**src/rtl/fdtd_pkg.sv**
```systemverilog
// Shared types for the FDTD sweep controller: sequencer states and field-phase encoding.
package fdtd_pkg;

  typedef enum logic [1:0] {
    IDLE  = 2'd0,
    RUN   = 2'd1,
    DRAIN = 2'd2,
    DONE  = 2'd3
  } fdtd_state_e;

  localparam logic PHASE_E = 1'b0;
  localparam logic PHASE_H = 1'b1;

endpackage

```
**src/rtl/fdtd_valid_pipe.sv**
```systemverilog
// Fixed-latency shadow of the arithmetic pipeline: shifts {valid, addr, phase} every cycle,
// flushes synchronously, and reports when nothing beyond the current output stage is in flight.
module fdtd_valid_pipe #(
  parameter int DEPTH = 4,
  parameter int AW    = 16
) (
  input  logic          clk,
  input  logic          rst_n,
  input  logic          flush_i,
  input  logic          in_valid_i,
  input  logic [AW-1:0] in_addr_i,
  input  logic          in_phase_i,
  output logic          out_valid_o,
  output logic [AW-1:0] out_addr_o,
  output logic          out_phase_o,
  output logic          empty_o
);

  logic [DEPTH-1:0]         vld_q, vld_d;
  logic [DEPTH-1:0]         ph_q, ph_d;
  logic [DEPTH-1:0][AW-1:0] addr_q, addr_d;

  logic [DEPTH:0]           vld_chain;
  logic [DEPTH:0]           ph_chain;
  logic [DEPTH:0][AW-1:0]   addr_chain;

  assign vld_chain  = {vld_q, in_valid_i};
  assign ph_chain   = {ph_q, in_phase_i};
  assign addr_chain = {addr_q, in_addr_i};

  always_comb begin
    vld_d  = vld_chain[DEPTH-1:0];
    ph_d   = ph_chain[DEPTH-1:0];
    addr_d = addr_chain[DEPTH-1:0];
    if (flush_i) vld_d = '0;
  end

  // The output stage is the write happening this cycle, so it does not count as in flight.
  always_comb begin
    empty_o = 1'b1;
    for (int i = 0; i < DEPTH - 1; i++) begin
      if (vld_q[i]) empty_o = 1'b0;
    end
  end

  always_ff @(posedge clk or negedge rst_n) begin
    if (!rst_n) begin
      vld_q  <= '0;
      ph_q   <= '0;
      addr_q <= '0;
    end else begin
      vld_q  <= vld_d;
      ph_q   <= ph_d;
      addr_q <= addr_d;
    end
  end

  assign out_valid_o = vld_q[DEPTH-1];
  assign out_addr_o  = addr_q[DEPTH-1];
  assign out_phase_o = ph_q[DEPTH-1];

endmodule

```
**src/rtl/fdtd_sweep_ctrl.sv**
```systemverilog
// FDTD sweep sequencer: E then H sweep per time step over an nx*ny grid, with drain between phases.
// Optional FDTD_SWEEP_PERF_EN adds stall/busy-cycle counters.
module fdtd_sweep_ctrl
  import fdtd_pkg::*;
#(
  parameter int ADDR_WIDTH   = 16,
  parameter int DIM_WIDTH    = 8,
  parameter int STEP_WIDTH   = 16,
  parameter int PIPE_LATENCY = 4
) (
  input  logic                  CLK,
  input  logic                  RST_N,
  input  logic                  start_i,
  input  logic                  abort_i,
  input  logic [DIM_WIDTH-1:0]  nx_i,
  input  logic [DIM_WIDTH-1:0]  ny_i,
  input  logic [STEP_WIDTH-1:0] steps_i,
  input  logic                  rd_gnt_i,
  output logic                  busy_o,
  output logic                  done_o,
  output logic                  phase_o,
  output logic [STEP_WIDTH-1:0] step_o,
  output logic                  rd_req_o,
  output logic [ADDR_WIDTH-1:0] rd_addr_o,
  output logic                  wr_en_o,
  output logic [ADDR_WIDTH-1:0] wr_addr_o,
  output logic                  wr_phase_o
`ifdef FDTD_SWEEP_PERF_EN
  ,
  output logic [31:0]           stall_cnt_o,
  output logic [31:0]           cycle_cnt_o
`endif
);

  localparam logic [DIM_WIDTH-1:0]  DIM_ONE  = 1;
  localparam logic [STEP_WIDTH-1:0] STEP_ONE = 1;

  fdtd_state_e           state_q, state_d;
  logic [DIM_WIDTH-1:0]  nx_q, nx_d, ny_q, ny_d;
  logic [DIM_WIDTH-1:0]  x_q, x_d, y_q, y_d;
  logic [STEP_WIDTH-1:0] steps_q, steps_d, step_q, step_d;
  logic [ADDR_WIDTH-1:0] row_base_q, row_base_d;
  logic                  phase_q, phase_d;
  logic                  pipe_empty;
  logic                  zero_cfg;
  logic                  start_ok;

  assign zero_cfg = (nx_i == '0) || (ny_i == '0) || (steps_i == '0);
  assign start_ok = (state_q == IDLE) && start_i && !abort_i;

  always_comb begin
    state_d    = state_q;
    nx_d       = nx_q;
    ny_d       = ny_q;
    steps_d    = steps_q;
    x_d        = x_q;
    y_d        = y_q;
    row_base_d = row_base_q;
    phase_d    = phase_q;
    step_d     = step_q;
    if (abort_i) begin
      state_d = IDLE;
    end else begin
      case (state_q)
        IDLE: begin
          if (start_i) begin
            nx_d       = nx_i;
            ny_d       = ny_i;
            steps_d    = steps_i;
            x_d        = '0;
            y_d        = '0;
            row_base_d = '0;
            phase_d    = PHASE_E;
            step_d     = '0;
            state_d    = zero_cfg ? DONE : RUN;
          end
        end
        RUN: begin
          // Row base advances by nx on wrap so the address never needs a multiply.
          if (rd_gnt_i) begin
            if (x_q == nx_q - DIM_ONE) begin
              x_d = '0;
              if (y_q == ny_q - DIM_ONE) begin
                state_d = DRAIN;
              end else begin
                y_d        = y_q + DIM_ONE;
                row_base_d = row_base_q + ADDR_WIDTH'(nx_q);
              end
            end else begin
              x_d = x_q + DIM_ONE;
            end
          end
        end
        DRAIN: begin
          if (pipe_empty) begin
            x_d        = '0;
            y_d        = '0;
            row_base_d = '0;
            if (phase_q == PHASE_E) begin
              phase_d = PHASE_H;
              state_d = RUN;
            end else if (step_q == steps_q - STEP_ONE) begin
              state_d = DONE;
            end else begin
              step_d  = step_q + STEP_ONE;
              phase_d = PHASE_E;
              state_d = RUN;
            end
          end
        end
        DONE:    state_d = IDLE;
        default: state_d = IDLE;
      endcase
    end
  end

  always_ff @(posedge CLK or negedge RST_N) begin
    if (!RST_N) begin
      state_q    <= IDLE;
      nx_q       <= '0;
      ny_q       <= '0;
      steps_q    <= '0;
      x_q        <= '0;
      y_q        <= '0;
      row_base_q <= '0;
      phase_q    <= PHASE_E;
      step_q     <= '0;
    end else begin
      state_q    <= state_d;
      nx_q       <= nx_d;
      ny_q       <= ny_d;
      steps_q    <= steps_d;
      x_q        <= x_d;
      y_q        <= y_d;
      row_base_q <= row_base_d;
      phase_q    <= phase_d;
      step_q     <= step_d;
    end
  end

  // rd_req_o/rd_gnt_i: a read is transferred in any cycle where both are high; rd_addr_o
  // holds while rd_req_o is high without a grant, and a grant with no request is ignored.
  assign rd_req_o  = (state_q == RUN);
  assign rd_addr_o = row_base_q + ADDR_WIDTH'(x_q);
  assign busy_o    = (state_q == RUN) || (state_q == DRAIN);
  assign done_o    = (state_q == DONE);
  assign phase_o   = phase_q;
  assign step_o    = step_q;

  fdtd_valid_pipe #(
    .DEPTH (PIPE_LATENCY),
    .AW    (ADDR_WIDTH)
  ) u_valid_pipe (
    .clk         (CLK),
    .rst_n       (RST_N),
    .flush_i     (abort_i),
    .in_valid_i  (rd_req_o & rd_gnt_i),
    .in_addr_i   (rd_addr_o),
    .in_phase_i  (phase_q),
    .out_valid_o (wr_en_o),
    .out_addr_o  (wr_addr_o),
    .out_phase_o (wr_phase_o),
    .empty_o     (pipe_empty)
  );

`ifdef FDTD_SWEEP_PERF_EN
  logic [31:0] stall_cnt_q, stall_cnt_d, cycle_cnt_q, cycle_cnt_d;

  always_comb begin
    stall_cnt_d = stall_cnt_q;
    cycle_cnt_d = cycle_cnt_q;
    if (start_ok) begin
      stall_cnt_d = '0;
      cycle_cnt_d = '0;
    end else begin
      if (busy_o && (cycle_cnt_q != '1)) cycle_cnt_d = cycle_cnt_q + 32'd1;
      if (rd_req_o && !rd_gnt_i && (stall_cnt_q != '1)) stall_cnt_d = stall_cnt_q + 32'd1;
    end
  end

  always_ff @(posedge CLK or negedge RST_N) begin
    if (!RST_N) begin
      stall_cnt_q <= '0;
      cycle_cnt_q <= '0;
    end else begin
      stall_cnt_q <= stall_cnt_d;
      cycle_cnt_q <= cycle_cnt_d;
    end
  end

  assign stall_cnt_o = stall_cnt_q;
  assign cycle_cnt_o = cycle_cnt_q;
`endif

endmodule
```
**config.mk**
```make
export PLATFORM = sky130hd
export DESIGN_NAME = fdtd_sweep_ctrl
export DESIGN_NICKNAME = d
export VERILOG_FILES = /design/src/rtl/fdtd_pkg.sv /design/src/rtl/fdtd_valid_pipe.sv /design/src/rtl/fdtd_sweep_ctrl.sv
export SDC_FILE = /design/constraint.sdc
export NUM_CORES = 1
export LEC_CHECK = 0
export BUFFER_PORTS_ARGS = -buffer_cell sky130_fd_sc_hd__buf_2
export CAP_MARGIN = 15
export CORE_MARGIN = 2
export CORE_UTILIZATION = 59
export DETAILED_ROUTE_END_ITERATION = 10
export GPL_TIMING_DRIVEN = 0
export PLACE_DENSITY_LB_ADDON = 0.08
export SLEW_MARGIN = 20
export SYNTH_ARGS = -nofsm -noshare
export SYNTH_HDL_FRONTEND = slang
export SYNTH_HIERARCHICAL = 1
export SYNTH_SLANG_ARGS = --single-unit
```
**constraint.sdc**
```tcl
create_clock -name CLK -period 3.46 [get_ports CLK]
set_clock_uncertainty 0.1 [all_clocks]
set_input_delay 0.519 -clock CLK [delete_from_list [all_inputs] [get_ports CLK]]
set_output_delay 0.519 -clock CLK [all_outputs]
set_load 0.01 [all_outputs]
```
# After elaboration in Yosys (flattened, before gate mapping)
# Cells that the tools add are included.
dict set report classes {
  div_mod_pow 0
  n_eq_ne 18
  n_lt_le_gt_ge 0
  addsub 8
  muxes 38
  n_bitwise 2
  n_mul 0
  shift 0
  reduce_logical 15
}
# op count
set op_table {}
lappend op_table {{$mux W16} 8}
lappend op_table {{$mux W8} 7}
lappend op_table {{$pmux W16 S3} 1}
lappend op_table {{$pmux W8 S3} 2}
lappend op_table {{$add A16 B8 Y16} 2}
lappend op_table {{$pmux W16 S2} 1}
lappend op_table {{$mux W2} 9}
lappend op_table {{$add A16 B1 Y16 const B} 1}
lappend op_table {{$add A8 B1 Y8 const B} 2}
lappend op_table {{$eq A16 B16 Y1} 1}
lappend op_table {{$eq A8 B8 Y1} 2}
lappend op_table {{$logic_not A16 Y1} 1}
lappend op_table {{$logic_not A8 Y1} 2}
lappend op_table {{$sub A16 B1 Y16 const B} 1}
lappend op_table {{$sub A8 B1 Y8 const B} 2}
lappend op_table {{$ne A2 B2 Y1 const B} 6}
lappend op_table {{$reduce_and A5 Y1} 2}
lappend op_table {{$ne A3 B3 Y1 const B} 3}
lappend op_table {{$pmux W2 S4} 1}
lappend op_table {{$mux W1} 7}
lappend op_table {{$reduce_and A7 Y1} 1}
lappend op_table {{$ne A3 B2 Y1 const B} 2}
lappend op_table {{$reduce_and A6 Y1} 1}
lappend op_table {{$eq A2 B2 Y1 const B} 2}
lappend op_table {{other kinds (12)} 14}
dict set report word_totals {
  ram_bits 0
  ff_bits 155
  memories 0
  latch_bits 0
  wordCells 96
  rom_bits 0
}

# Longest topological paths before layout
dict set report depth {
  ltp_word 7
  depth_mapped 13
  ltp_nobuf 11
}

# Cells and area by module
# The synthesis kept the hierarchy.
# mod seq_area_each_um2 area_per_inst_um2 n_inst cells_each
set by_module_without_submodules {}
lappend by_module_without_submodules {fdtd_sweep_ctrl 2077.0 5759.3 1 632}
lappend by_module_without_submodules {fdtd_valid_pipe 1801.7 1959.4 1 93}

# Least setup slack after synthesis
# No wires, ideal clock.
dict set report synth_timing {
  kind {register -> register}
  from {reg steps_q[0]}
  to {reg step_q[7], in the netlist step_o[7]}
  slack_ps 425
  stages_incl_launch_ff 11
  setup_time_ps 122
  required_time_ps 3238
  n_path_buf 1
  arrival_time_ps 2813
  path_cell_list {dfrtp_1 > inv_1 > ha_1 > or4b_1 > or3_1 > a211oi_2 > o2111ai_2 > a2111oi_4 > a211oi_2 > buf_6 > a32o_1}
}
dict set report synth_via {
  elab_chain_cells 4
}
# item line_no
set synth_rtl {}
lappend synth_rtl {{start: declaration} fdtd_sweep_ctrl.sv:41} ;# logic [STEP_WIDTH-1:0] steps_q, steps_d, step_q, step_d;
lappend synth_rtl {{start signal: assignment} fdtd_sweep_ctrl.sv:132} ;# steps_q <= steps_d;
lappend synth_rtl {{$sub A16 B1 Y16} fdtd_sweep_ctrl.sv:102} ;# end else if (step_q == steps_q - STEP_ONE) begin
lappend synth_rtl {{$eq A16 B16 Y1} fdtd_sweep_ctrl.sv:102}
lappend synth_rtl {{$ne A2 B2 Y1 (no line)} --}
lappend synth_rtl {{$reduce_and A6 Y1 (no line)} --}
lappend synth_rtl {{end signal: assignment} fdtd_sweep_ctrl.sv:137} ;# step_q <= step_d;
lappend synth_rtl {{end: declaration} fdtd_sweep_ctrl.sv:41}
# Every way passes these cells.
# A chain may end at the register's enable or synchronous reset.

# Worst setup path after layout
dict set report layout_timing {
  from {reg x_q[0]}
  to {out rd_addr_o[10]}
}
dict set report layout_via {
  elab_chain_cells 1
}
# item line_no
set layout_rtl {}
lappend layout_rtl {{start: declaration} fdtd_sweep_ctrl.sv:40} ;# logic [DIM_WIDTH-1:0] x_q, x_d, y_q, y_d;
lappend layout_rtl {{start signal: assignment} fdtd_sweep_ctrl.sv:123} ;# x_q <= '0;
lappend layout_rtl {{start signal: assignment} fdtd_sweep_ctrl.sv:133} ;# x_q <= x_d;
lappend layout_rtl {{$add A16 B8 Y16} fdtd_sweep_ctrl.sv:144} ;# assign rd_addr_o = row_base_q + ADDR_WIDTH'(x_q);
lappend layout_rtl {{end: declaration} fdtd_sweep_ctrl.sv:24} ;# output logic [ADDR_WIDTH-1:0] rd_addr_o,
# Every way passes these cells.

==> out/qor.txt <==
Top post-synthesis cells by area - dfrtp_1 50%, mux2_2 4.8%, ha_1 4.2%
CTS max path bufs - 2
PortBufs - 90
Most common cell in the netlist - dfrtp_1
Yosys top cell by area - dfrtp_1
Routed vias - 6,031
Mapped Cells - 725
Final Critical Period - 3.42 ns
Sequential area share after synthesis - 50.3%
Worst-Margin Slew - 0.606 ns
Design Area, Final - 0.00928 mm²
CP max stage delay - 0.40 ns
Cell total after placement - 988
Rows - 41
Power Density - 750 mW/mm²
Syn_area_per_cell - 10.6 µm²
DIE AREA - 0.0140 mm²
Total chip power - 6.96 mW
Critical path buffer and inverter count - 3
CP delay by family, top - compound AO/OA/AOI/OAI gates
Sw Ratio - 37.8%
Number of vias per cell - 5.82
Post-synthesis simple-gate area fraction - 16.7%
Sequential share of power - 38.7%
Nets - 917
DR pass1 iterations - 6
Number of global-route vias before repair - 5,920
Status - complete, no violations
TritonCTS clock tree - done
Syn_nets - 790
Reg2reg start - steps_q[0]
Most frequent cells after synthesis - 155 x dfrtp_1, 64 x nand2_1, 42 x o21ai_0
Final-report hold violation count - 0
Max cap viols - 0
Highest-delay cell along the critical path - dfrtp_2
Largest family of logic cells by synthesized area - simple AND/OR/NAND/NOR gates
Antenna diode count - 0
Pleak - 4.41 nW
Area Growth Syn to Fin - 20.2%
Fmax - 0.292 GHz
Share of layout cells above drive strength 1 - 28.8%
Synth Area in XOR/XNOR - 6.31%
Worst IR drop on VDD - 497 µV
First-pass GRT wire length - 29,400 µm
Fillers - 939
HP Class - in2reg
Compound-Gate Fraction of Synth Area - 12.1%
Post-synthesis mux area share - 5.20%
Flop-to-flop setup slack - 0.24 ns
Initial antenna violation count - 0
CP max FO - 3
WL per Instance - 16.9 µm
Tcrit/Tclk final - 98.9%
Die Span Y - 118 µm
Yosys warns - 6
Mapped Area - 0.00772 mm²
Drt total wl - 17,500 µm
Clock Sinks - 155
Register clock-pin slew on the reported worst setup and hold paths - 0.06 ns
Core ar. - 0.0127 mm²
Non-Filler Instances - 1,037
GP Congestion - 0.852
Primary FF master, synth - dfrtp_1
H-tree Lvls - 4
Crit end category - primary output
Worst R2R End - state_q[1]
Count of cell types in the netlist - 76
Detail Placement HPWL - 12,300 µm
Starting DRT DRC Count - 542
I/O pins - 91
Pint - 4.33 mW
Residual DRC - 0
FF-to-FF path depth - 10
Largest net degree at the start of global routing - 86
CP arrival - 2.80 ns
Post-route ant nets - 0
Synth Register Bits - 155
Top-area cell type share of the netlist area - 50.3%
Layout Utilization - 72.9%
Initial core utilization - 60.7%
EDFF count, synth - 0
CTS Buf Count - 17
Clock Latency Late Sink - 0.42 ns
RSZ-0062 raised after global routing - yes
Post-synth ARST share - 100%
Global route total overflow - 0
Critical path launch point type - flop
Final Max Tran Viols - 0
Root Buffer - clkbuf_16
Worst setup path class - reg2out
Clock power share - 25.3%
CP cell instances - ha_4 > inv_2 > fa_2 > nor2b_2 > o21ai_2 > a21boi_2 > o21a_1 > o211ai_1 > a21oi_2 > buf_4 > xor2_2 > buf_2
Placed standard-cell area - 0.00842 mm²
Final setup TNS - 0 ns
Min-Delay Endpoint - steps_q[0]
Combinational power share - 35.9%
Switching pwr - 2.63 mW
WHS Path Cells - 2
Max-slew headroom - 59.6%
Post-synthesis share of cell area spent on full adders, half adders and majority gates - 4.73%
Final setup viols - 0
Die W - 118 µm
Hold Path Origin - steps_i[0]
Critical Path RT - 2.84 ns
GRT Util Overall - 26.2%
==> metrics by stage <==
stage / hold slack, ns / setup WS (ns)
after floorplan: 0.123 / 0.425
after global placement: 0.231 / -0.382
after detailed placement: 0.235 / -0.0507
after CTS: 0.233 / -0.0120
after global routing: 0.236 / -0.102
final: 0.245 / 0.0393
==> worst reg2reg max path, delay by kind of cell, from the launching register on <==
family	cells	cell delay, ns
simple gates	3	1.19
compound gates	5	1.09
flops	1	0.45
fa+ha+maj	1	0.22
buf+inv	1	0.09
==> area by class of cell <==
type	count	area [µm²]	area share, %
Multi-Input combinational cell	495	3640	39.2
Sequential cell	155	3880	41.9
Buffer	45	251	2.71
Clock inverter	14	130	1.40
Tap cell	172	215	2.32
Inverter	30	113	1.21
Timing Repair Buffer	108	618	6.66
Clock buffer	18	429	4.63
==> routing by layer <==
metal  share of wire, %  GRT usage [%]
met4                1.0           6.70
met3                5.4           5.16
met5                  0              0
met1                 44           35.7
met2                 50           43.6
==> layout by cell type, fill, tap and decap left out, types with 8 or more instances in the layout <==
cell type    n
xnor2_1     30
a32o_1      10
buf_2       93
nor4_1      13
mux2_2      33
ha_1        24
o21ai_0     41
or2_2        8
nor3_1      13
and3_1       8
a21oi_1     17
xor2_1      18
inv_1       28
clkbuf_1    20
nand3_1     29
nor2_1      38
nand2_1     63
nand4_1     14
dfrtp_1    150
clkbuf_16   17
buf_4       32
==> flip-flops by register name (all words and copies together) (netlist names), 4 cells and up <==
signal,flops
u_valid_pipe/addr_chain,48
row_base_q,16
step_o,16
steps_q,16
u_valid_pipe/out_addr_o,16
nx_q,8
ny_q,8
x_q,8
y_q,8
u_valid_pipe/ph_q,4
u_valid_pipe/vld_q,4
==> kinds of logic (layout without fill, tap and decap cells) <==
| kind of cell | count (synthesis) | count (layout) |
|---|---|---|
| xor+xnor | 54 | 54 |
| mux | 36 | 36 |
| fa+ha+maj | 28 | 28 |
| simple gates | 245 | 245 |
| compound gates | 132 | 132 |
| flops | 155 | 155 |
| buf+inv | 75 | 215 |
==> how the worst max path moves through the flow <==
stage | slack (ns) | cells past startpoint | end | startpoint
2_1_floorplan | 0.43 | 10 | step_o[7] | steps_q[0]
3_3_place_gp | -0.38 | 1 | u_valid_pipe/addr_chain[36] | RST_N
3_5_place_dp | -0.05 | 11 | y_q[6] | nx_q[1]
4_1_cts | -0.01 | 12 | rd_addr_o[12] | x_q[0]
5_1_grt | -0.10 | 11 | rd_addr_o[12] | row_base_q[1]
6_report | 0.04 | 12 | rd_addr_o[10] | x_q[0]
==> what timing repair did <==
| action | CTS | global route |
|---|---|---|
| pin swaps | 6 | 10 |
| setup buffers | 7 | 9 |
| hold buffers | 1 | 0 |
| endpoints found under the hold margin | 70 | 0 |
| resized for setup | 14 | 29 |
| endpoints found under the setup margin | 9 | 44 |
==> power groups by stage <==
stage	sequential [mW]	clock (mW)	combinational (mW)
3_3_place_gp	2.68	0	2.24
4_1_cts	2.68	1.78	2.41
2_1_floorplan	2.57	0	1.78
3_5_place_dp	2.71	0	2.35
5_1_grt	2.76	1.87	2.78
6_report	2.70	1.76	2.50
No activity file was read; power rests on OpenSTA's default activity.
